File: src/rtl/vegeta_act_feeder_pkg.sv
// vegeta_act_feeder_pkg: shared constants, gemm/PE mode encodings and feeder state enum
package vegeta_act_feeder_pkg;
  localparam int MUL_DATAWIDTH = 8;
  localparam int M = 2;
  localparam int BETA = 1;
  typedef enum logic [1:0] {
    DENSE = 2'b00,
    SP24  = 2'b01,
    SP14  = 2'b10
  } gemm_mode_e;
  localparam logic [1:0] MODE_SHIFT = 2'b10;
  localparam logic [1:0] MODE_HOLD  = 2'b00;
  typedef enum logic [1:0] {
    IDLE,
    STREAM,
    DRAIN,
    DONE
  } feeder_state_e;
endpackage

File: src/rtl/vegeta_act_feeder_fifo.sv
// act_feeder_fifo: registered-output-free circular FIFO, no bypass, occupancy counter
module act_feeder_fifo #(
  parameter int WIDTH = 8,
  parameter int DEPTH = 4
) (
  input  logic             clk,
  input  logic             rst,
  input  logic             push_i,
  input  logic [WIDTH-1:0] din_i,
  input  logic             pop_i,
  output logic [WIDTH-1:0] dout_o,
  output logic             full_o,
  output logic             empty_o
);
  localparam int AW = DEPTH > 1 ? $clog2(DEPTH) : 1;
  logic [WIDTH-1:0] mem_q [DEPTH];
  logic [AW-1:0] wr_q, rd_q;
  logic [AW:0] cnt_q;
  assign dout_o  = mem_q[rd_q];
  assign full_o  = cnt_q == (AW+1)'(DEPTH);
  assign empty_o = cnt_q == '0;
  always_ff @(posedge clk)
    if (push_i) mem_q[wr_q] <= din_i;
  always_ff @(posedge clk) begin
    if (rst) begin
      wr_q  <= '0;
      rd_q  <= '0;
      cnt_q <= '0;
    end else begin
      if (push_i) wr_q <= wr_q == AW'(DEPTH-1) ? '0 : wr_q + 1'b1;
      if (pop_i) rd_q <= rd_q == AW'(DEPTH-1) ? '0 : rd_q + 1'b1;
      cnt_q <= cnt_q + (AW+1)'(push_i) - (AW+1)'(pop_i);
    end
  end
endmodule

File: src/rtl/vegeta_act_feeder.sv
// vegeta_act_feeder: buffers activation words and feeds them row-skewed into the PE array.
// Define VEGETA_ACT_FEEDER_PERF_EN to add the stall_cnt output.
module vegeta_act_feeder
  import vegeta_act_feeder_pkg::*;
#(
  parameter int ROWS  = 4,
  parameter int DEPTH = 4,
  parameter int W     = MUL_DATAWIDTH * M * BETA
) (
  input  logic              clk,
  input  logic              rst,
  input  logic [1:0]        cfg_gemm_mode,
  input  logic              in_valid,
  output logic              in_ready,
  input  logic [ROWS*W-1:0] in_data,
  input  logic              in_last,
  input  logic              out_ready,
  output logic [ROWS*W-1:0] act_out,
  output logic [1:0]        act_mode,
  output logic [1:0]        gemm_mode_out,
  output logic              busy,
  output logic              done
`ifdef VEGETA_ACT_FEEDER_PERF_EN
  ,
  output logic [31:0]       stall_cnt
`endif
);
  localparam int DW = ROWS * W;
  localparam int CW = $clog2(ROWS + 1);
  feeder_state_e state_q;
  logic [DW:0] head;
  logic [DW-1:0] src;
  logic full, empty, push, pop, step;
  logic [1:0] act_mode_q, gemm_q;
  logic [CW-1:0] drain_q;
  assign in_ready = !rst && !full && (state_q == IDLE || state_q == STREAM);
  assign push     = in_valid && in_ready;
  assign step     = out_ready && ((state_q == STREAM && !empty) || state_q == DRAIN);
  assign pop      = step && state_q == STREAM;
  assign src      = state_q == DRAIN ? '0 : head[DW-1:0];
  act_feeder_fifo #(.WIDTH(DW + 1), .DEPTH(DEPTH)) u_fifo (
    .clk    (clk),
    .rst    (rst),
    .push_i (push),
    .din_i  ({in_last, in_data}),
    .pop_i  (pop),
    .dout_o (head),
    .full_o (full),
    .empty_o(empty)
  );
  for (genvar r = 0; r < ROWS; r++) begin : g_row
    logic [W-1:0] row_q;
    if (r == 0) begin : g_direct
      always_ff @(posedge clk)
        if (rst) row_q <= '0;
        else if (step) row_q <= src[W-1:0];
    end else begin : g_skew
      logic [W-1:0] sk_q [r];
      always_ff @(posedge clk) begin
        if (rst) begin
          for (int k = 0; k < r; k++) sk_q[k] <= '0;
          row_q <= '0;
        end else if (step) begin
          sk_q[0] <= src[r*W +: W];
          for (int k = 1; k < r; k++) sk_q[k] <= sk_q[k-1];
          row_q <= sk_q[r-1];
        end
      end
    end
    assign act_out[r*W +: W] = row_q;
  end
  // DRAIN runs ROWS-1 zero-injecting steps so the deepest skew row empties out
  always_ff @(posedge clk) begin
    if (rst) begin
      state_q    <= IDLE;
      drain_q    <= '0;
      act_mode_q <= MODE_HOLD;
      gemm_q     <= 2'b00;
    end else begin
      act_mode_q <= step ? MODE_SHIFT : MODE_HOLD;
      case (state_q)
        IDLE:
          if (push) begin
            state_q <= STREAM;
            gemm_q  <= cfg_gemm_mode;
          end
        STREAM:
          if (pop && head[DW]) begin
            state_q <= ROWS == 1 ? DONE : DRAIN;
            drain_q <= '0;
          end
        DRAIN:
          if (step) begin
            if (drain_q == CW'(ROWS - 2)) state_q <= DONE;
            drain_q <= drain_q + 1'b1;
          end
        DONE:    state_q <= IDLE;
        default: state_q <= IDLE;
      endcase
    end
  end
  assign act_mode      = act_mode_q;
  assign gemm_mode_out = gemm_q;
  assign busy          = state_q != IDLE;
  assign done          = state_q == DONE;
`ifdef VEGETA_ACT_FEEDER_PERF_EN
  logic [31:0] stall_q;
  always_ff @(posedge clk)
    if (rst) stall_q <= '0;
    else if (state_q == IDLE && push) stall_q <= '0;
    else if (state_q == STREAM && out_ready && empty && stall_q != '1) stall_q <= stall_q + 1'b1;
  assign stall_cnt = stall_q;
`endif
endmodule

File: config.mk
export PLATFORM = sky130hd
export DESIGN_NAME = vegeta_act_feeder
export DESIGN_NICKNAME = d
export VERILOG_FILES = /design/src/rtl/vegeta_act_feeder_pkg.sv /design/src/rtl/vegeta_act_feeder_fifo.sv /design/src/rtl/vegeta_act_feeder.sv
export SDC_FILE = /design/constraint.sdc
export NUM_CORES = 1
export LEC_CHECK = 0
export ABC_AREA = 1
export CAP_MARGIN = 20
export CORE_MARGIN = 2
export CORE_UTILIZATION = 52
export CTS_CLUSTER_DIAMETER = 60
export DETAILED_ROUTE_END_ITERATION = 7
export PLACE_DENSITY_LB_ADDON = 0.3
export SYNTH_ARGS = -nofsm -noshare
export SYNTH_HDL_FRONTEND = slang
export SYNTH_SLANG_ARGS = --single-unit
File: constraint.sdc
create_clock -name clk -period 4.8 [get_ports clk]
set_clock_uncertainty 0.05 [all_clocks]
set_input_delay 0.96 -clock clk [delete_from_list [all_inputs] [get_ports clk]]
set_output_delay 0.96 -clock clk [all_outputs]
set_load 0.01 [all_outputs]
==> results of run 1 <==
[cell usage after synthesis]
master / count
nor2_4: 1
buf_1: 7
buf_4: 9
nand3_1: 79
nand2_4: 1
ha_1: 13
fa_1: 1
a31oi_1: 1
inv_1: 78
nand2_1: 151
nor2_2: 21
edfxtp_1: 356
buf_2: 32
o21ai_1: 3
buf_6: 5
nor2_1: 266
nand2_2: 2
inv_2: 3
xor2_1: 1
a21oi_1: 65
o22ai_1: 9
xnor2_1: 1
a32o_1: 7
o21ai_0: 121
dfxtp_1: 81
clkbuf_1: 24
a211oi_1: 1
conb_1: 1
or2_2: 1
[layer usage]
metal	share of wire, %	vias to the layer above	routed length, um
met3	5.9	45	2010
met5	0	-	0
met2	49	309	16700
li1	-	4840	-
met4	2.1	0	707
met1	43	4930	14500
[cell type report]
type | instances | area, sq um
multi-input cells | 746 | 3460
clock inverters | 24 | 201
clock buffers | 56 | 1150
well taps | 402 | 503
flip-flops and latches | 437 | 12300
repair buffers | 155 | 1570
inverters | 81 | 307
fillers | 2355 | 11800
[state kept, by name (all words and copies together) (netlist names), named ones only]
signal and flops:
u_fifo.rd_q 2, u_fifo.mem_q 260, state_q 2, g_row.row_q 64, g_row.g_skew.sk_q 96, gemm_mode_out 2, u_fifo.cnt_q 3, u_fifo.wr_q 2
drain_q 3, act_mode 1
[worst max-delay path, stage by stage]
cell and delay [ns]:
clkdlybuf4s50_1 0.63, inv_2 0.19, nand2_1 0.07, nor2_1 0.09, clkdlybuf4s50_1 0.54
[per-stage QoR]
stage                     instance area [sq um]  utilization (%)  hold WS [ns]  worst slack [ns]
after floorplan                           16400                -         0.362            0.0720
after global placement                    18100             57.9         0.366              1.23
after detailed placement                  18100             57.9         0.375              1.18
after CTS                                 19500             62.2         0.390              1.31
after global routing                      19500             62.3         0.408              1.21
final                                     19500             62.3         0.385              1.31
[worst paths after layout]
check / end / cells past startpoint
setup / recovery: in_ready / 5
hold / removal: g_row[3].row_q[7]$_SDFFE_PP0N_ / 2
setup reg to reg: g_row[3].g_skew.sk_q[2][14]$_SDFFCE_PP0P_ / 8
hold reg to reg: g_row[3].row_q[7]$_SDFFE_PP0N_ / 2
[power by group]
| group | switching (uW) | leakage, uW | internal [uW] |
|---|---|---|---|
| registers | 136 | 0.00401 | 4510 |
| clock network | 1350 | 0.000680 | 1870 |
| logic | 666 | 0.00243 | 370 |
[cells by family (layout without fill, tap and decap cells)]
family	after synthesis	count (layout)	synth area share (%)
AO/OA/AOI/OAI	207	207	6.61
adder cells (fa/ha/maj)	14	14	1.11
other	1	1	0.0228
XOR/XNOR	2	2	0.107
AND/OR/NAND/NOR	522	522	13.0
buffers and inverters	158	316	4.28
flip-flops	437	437	74.9
==> metrics.md, run 1 <==
| Metric | Value |
|---|---|
| Via density | `5.33` |
| Most common cell after layout, fill and taps aside | `edfxtp_1` |
| Initial DRC Count | `between 700 and 800` |
| Max Freq | `approximately 290 MHz` |
| Ys Warns | `0` |
| Total negative slack | `0 ns` |
| GRT Total Usage | `between 20% and 30%` |
| Largest net degree at the start of global routing | `131` |
| Post-synth top area share | `65.0%` |
| Final non-filler cell total | `1901` |
| Vias in the first global route | `9997` |
| CTS sink count | `437` |
| R2R setup slack | `1.73 ns` |
| Later-pin clock latency in the skew report | `0.53 ns` |
| Critical path type | `in2out` |
| Hold-fix buffers, CTS | `0` |
| # rows | `65` |
| Min-Delay Path Class | `reg2reg` |
| PwrDens | `about 460 mW/mm^2` |
| Outcome | `finished, final reports clean` |
| Post-Syn Area | `about 0.016 sq mm` |
| Core area | `0.0313 sq mm` |
| Layout cells sized above 1 | `7.87%` |
| Vias | `10124` |
| Layout net count | `1549` |
| DRC errors left | `0` |
| Synth Register Bits | `437` |
| Top cells by area, synth | `edfxtp_1 (65%), dfxtp_1 (9.9%), nor2_1 (6.1%)` |
| Clk buf depth | `3` |
| CP Launch Point | `rst` |
| Gpl congestion | `roughly 0.85` |
| Post_cts resized | `0` |
| TritonRoute pass-1 iters | `6` |
| RSZ-0062 raised after global routing | `no` |
| Final Max Tran Viols | `0` |
| Max Cap Viol | `0` |
| Worst-margin pin slew | `0.972 ns` |
| Final period utilization | `between 70% and 80%` |
| Crit-path max FO | `9` |
| Power Total | `8890 uW` |
| Clk pin slew, worst setup/hold paths | `around 0.060 ns` |
| GRT met1 Usage | `26.9%` |
| Syn Area/Cell | `12.3 sq um` |
| Period minus WS final | `3.49 ns` |
| Drt wl/cell | `around 18 um` |
| Worst setup SP type | `input pin` |
| First-pass GRT wire length | `52700 um` |
| Gr ovfl total | `0` |
| Die ar. | `0.0331 sq mm` |
| Port buffer count | `between 100 and 150` |
| I/O pin count | `142` |
| Routed Antenna Nets | `0` |
| Max IR drop VDD | `between 0.2 and 0.3 mV` |
| Post-synth net total | `1426` |
| Most frequent cells in the layout | `edfxtp_1 (356), nor2_1 (262), nand2_1 (150)` |
| CTS tree | `done` |
| Cells after synthesis | `about 1300` |
| Most Crowded Layer GR | `met2` |
| Cell variety after synth | `29` |
| Slew HR | `35.2%` |
| Initial antenna violation count | `0` |
| Die W | `between 150 and 200 um` |
| Inst Count DP | `1820` |
| CP arrival | `2.48 ns` |
| H-Tree Depth | `2` |
| R2r startpoint | `state_q[0]$_SDFFE_PP0P_` |
| Sequential element share of the synthesized area | `74.9%` |
| # diodes | `0` |
| Final setup viols | `0` |
| Area grow syn2layout | `18.7%` |
| Leakage Power | `0.00712 uW` |
| Initial core utilization | `a little over half` |
| Die Ht | `about 180 um` |
| CP Capture Type | `output pin` |
| Total wire length | `about 34000 um` |
| Met3 usage | `3.13%` |
| Req. time, crit path | `~3.8 ns` |
| Hold_sp | `g_row[3].g_skew.sk_q[2][7]$_SDFFCE_PP0P_` |
| Clock Tree Root | `clkbuf_16` |
| CTS Buf Count | `43` |
| Setup Buffers After CTS | `0` |
| Largest area contributor in the netlist | `edfxtp_1` |
| M2 GR Usage | `between 30 and 40%` |
| Half-perimeter wire length after placement | `roughly 18000 um` |
| Hold Fails Final Rpt | `0` |
Power figures use the tool's default switching activity.
==> inputs of run 2 (changes only) <==
==> constraint.sdc (replaced) <==
create_clock -name clk -period 2.9 [get_ports clk]
set_clock_uncertainty 0.05 [all_clocks]
set_input_delay 0.58 -clock clk [delete_from_list [all_inputs] [get_ports clk]]
set_output_delay 0.58 -clock clk [all_outputs]
set_load 0.01 [all_outputs]
==> metrics.md, run 2 (synthesis results as in run 1) <==
| Metric | Value |
|---|---|
| Most frequent cells in the layout | `edfxtp_1 (356), nor2_1 (262), nand2_1 (150)` |
| Vias in the first global route | `10199 (+2.0%)` |
| Initial DRC Count | `824 (+4.6%)` |
| Via density | `5.36 (+0.65%)` |
| Hold-fix buffers, CTS | `0 (unchanged)` |
| Slew HR | `49.3% (+14 points)` |
| CP arrival | `3.08 ns (+0.60 ns)` |
| Clk network pwr share | `36.8% (+0.7 points)` |
| DRC errors left | `0 (unchanged)` |
| Core area | `0.0313 sq mm (unchanged)` |
| Setup Buffers After CTS | `0 (unchanged)` |
| Crit-path max FO | `4 (-5)` |
| Max Cap Viol | `0 (unchanged)` |
| Clock Tree Root | `clkbuf_16` |
| Leakage Power | `0.00725 uW (+1.8%)` |
| Critical path type | `reg2reg` |
| Largest registers | `u_fifo.mem_q (260), g_row.g_skew.sk_q (96), g_row.row_q (64)` |
| Number of fillers in the final layout | `2275 (-3.4%)` |
| Sw Pwr | `3590 uW (+67%)` |
| Vias | `10281 (+1.6%)` |
| # rows | `65 (unchanged)` |
| I/O pin count | `142 (unchanged)` |
| Max Freq | `between 300 and 400 MHz` |
| Register area | `0.0123 sq mm (unchanged)` |
| WHS | `0.385 ns (+0.000120 ns)` |
| Half-perimeter wire length after placement | `20000 um (+9.7%)` |
| Largest net degree at the start of global routing | `75 (-43%)` |
| CTS sink count | `437 (unchanged)` |
| Initial core utilization | `52.5% (unchanged)` |
| Die Ht | `182 um (unchanged)` |
| Comb pwr share | `12.0% (+0.4 points)` |
| Drt wl/cell | `17.9 um (+0.27%)` |
| Layout cells sized above 1 | `8.65% (+0.77 points)` |
| Int Pwr | `11400 uW (+69%)` |
| Most flop-heavy register | `u_fifo.mem_q` |
| PwrDens | `757 mW/mm^2 (+66%)` |
| Worst setup SP type | `register` |
| Max IR drop VDD | `0.481 mV (+78%)` |
| Area grow syn2layout | `20.5%` |
| Hold Fails Final Rpt | `0 (unchanged)` |
| Routed Antenna Nets | `0 (unchanged)` |
| Max reg flops | `260 (unchanged)` |
| Final Max Tran Viols | `0 (unchanged)` |
| Port buffer count | `140 (unchanged)` |
| Req. time, crit path | `3.31 ns (-0.48 ns)` |
| Period minus WS final | `2.67 ns` |
| CTS Buf Count | `44 (+2.3%)` |
| Finished Cell Area | `0.0198 sq mm (+1.5%)` |
| GRT Total Usage | `20.8% (+0.48 points)` |
| Final period utilization | `92.1%` |
| R2R setup slack | `0.23 ns (-1.50 ns)` |
| Die ar. | `0.0331 sq mm (unchanged)` |
| Post_cts resized | `0 (unchanged)` |
| Later-pin clock latency in the skew report | `0.53 ns (about the same)` |
| Inst Count DP | `1835 (+0.82%)` |
| Outcome | `finished, final reports clean` |
| Most common cell after layout, fill and taps aside | `edfxtp_1` |
| Clk pin slew, worst setup/hold paths | `0.06 ns (about the same)` |
| Switching share of total power | `23.9% (-0.21 points)` |
| CP Capture Type | `register` |
| Min-Delay Path Class | `reg2reg` |
| H-Tree Depth | `2 (unchanged)` |
| Clk buf depth | `3 (unchanged)` |
| TritonRoute pass-1 iters | `5 (-1)` |
| Die W | `182 um (unchanged)` |
| Post-DP Area | `0.0184 sq mm (+1.4%)` |
| Layout net count | `1564 (+0.97%)` |
| Multi-input gate area | `0.00346 sq mm (unchanged)` |
| Final non-filler cell total | `1918 (+0.89%)` |
| Final core occ | `63.3% (+0.95 points)` |
| Total wire length | `34200 um (+1.2%)` |
| Sequential power share | `51.2% (-1.0 points)` |
| RSZ-0062 raised after global routing | `no` |
| Gr ovfl total | `0 (unchanged)` |
| CTS tree | `done` |
| Gpl congestion | `0.792 (-6.5%)` |
| Worst-margin pin slew | `0.761 ns (-0.210 ns)` |
| First-pass GRT wire length | `53800 um (+2.2%)` |
| Initial antenna violation count | `1 (+1)` |
| Final setup viols | `0 (unchanged)` |
## run 2: cell types whose count changed in the layout (fill, tap and decap cells not counted), moves of 2 or more
cell	change
clkbuf_8	+3
buf_12	+11
clkbuf_16	+2
buf_4	+4
clkinv_2	-6
clkbuf_1	+2
## run 2: power by group through the flow
stage | logic (uW) | clock network, uW | registers (uW)
floorplan | 988 | 0 | 7810
global placement | 1750 | 0 | 7790
detailed placement | 1810 | 0 | 7810
CTS | 1820 | 5600 | 7680
global route | 1990 | 5870 | 7730
finish | 1800 | 5520 | 7680
## run 2: critical path: stages, from the launching register on
cell	delay, ns
dfxtp_1	0.38
inv_1	0.10
ha_1	0.25
nor2_1	0.18
nor2_2	0.06
nand2_2	0.06
inv_1	0.05
nand2_1	0.08
inv_1	0.08
ha_1	0.27
inv_1	0.04
ha_1	0.19
fa_1	0.41
or2_2	0.30
a21oi_1	0.12
## run 2: stage by stage
step	power [uW]	setup TNS [ns]	setup WS [ns]
3_3_place_gp	9540	0	0.0605
2_1_floorplan	8800	-95.18	-0.366
4_1_cts	15100	0	0.238
6_report	15000	0	0.230
5_1_grt	15600	0	0.0562
3_5_place_dp	9620	0	0.0422
## run 2: cell type report
class	count	share of cell area [%]
antenna	1	0.0126
clock buffer	63	6.33
clock inverter	19	0.884
inverter	81	1.55
multi-input combinational	746	17.5
sequential	437	62.2
tap	402	2.54
timing repair buffer	169	9.06
## run 2: path summary, 6_finish.rpt
check / from / endpoint / cells after the start
max: state_q[1]$_SDFFE_PP0P_ / u_fifo.cnt_q[2]$_SDFF_PP0_ / 14
min: g_row[3].g_skew.sk_q[2][13]$_SDFFCE_PP0P_ / g_row[3].row_q[13]$_SDFFE_PP0N_ / 2
max reg2reg: state_q[1]$_SDFFE_PP0P_ / u_fifo.cnt_q[2]$_SDFF_PP0_ / 14
min reg2reg: g_row[3].g_skew.sk_q[2][13]$_SDFFCE_PP0P_ / g_row[3].row_q[13]$_SDFFE_PP0N_ / 2
## run 2: layer usage
metal	track usage, %	routed length (um)	vias to the layer above
met5	0	0	-
li1	-	-	4886
met1	27.3	14500	5019
met2	35.7	16900	313
met4	7.64	922	0
met3	2.99	1880	63
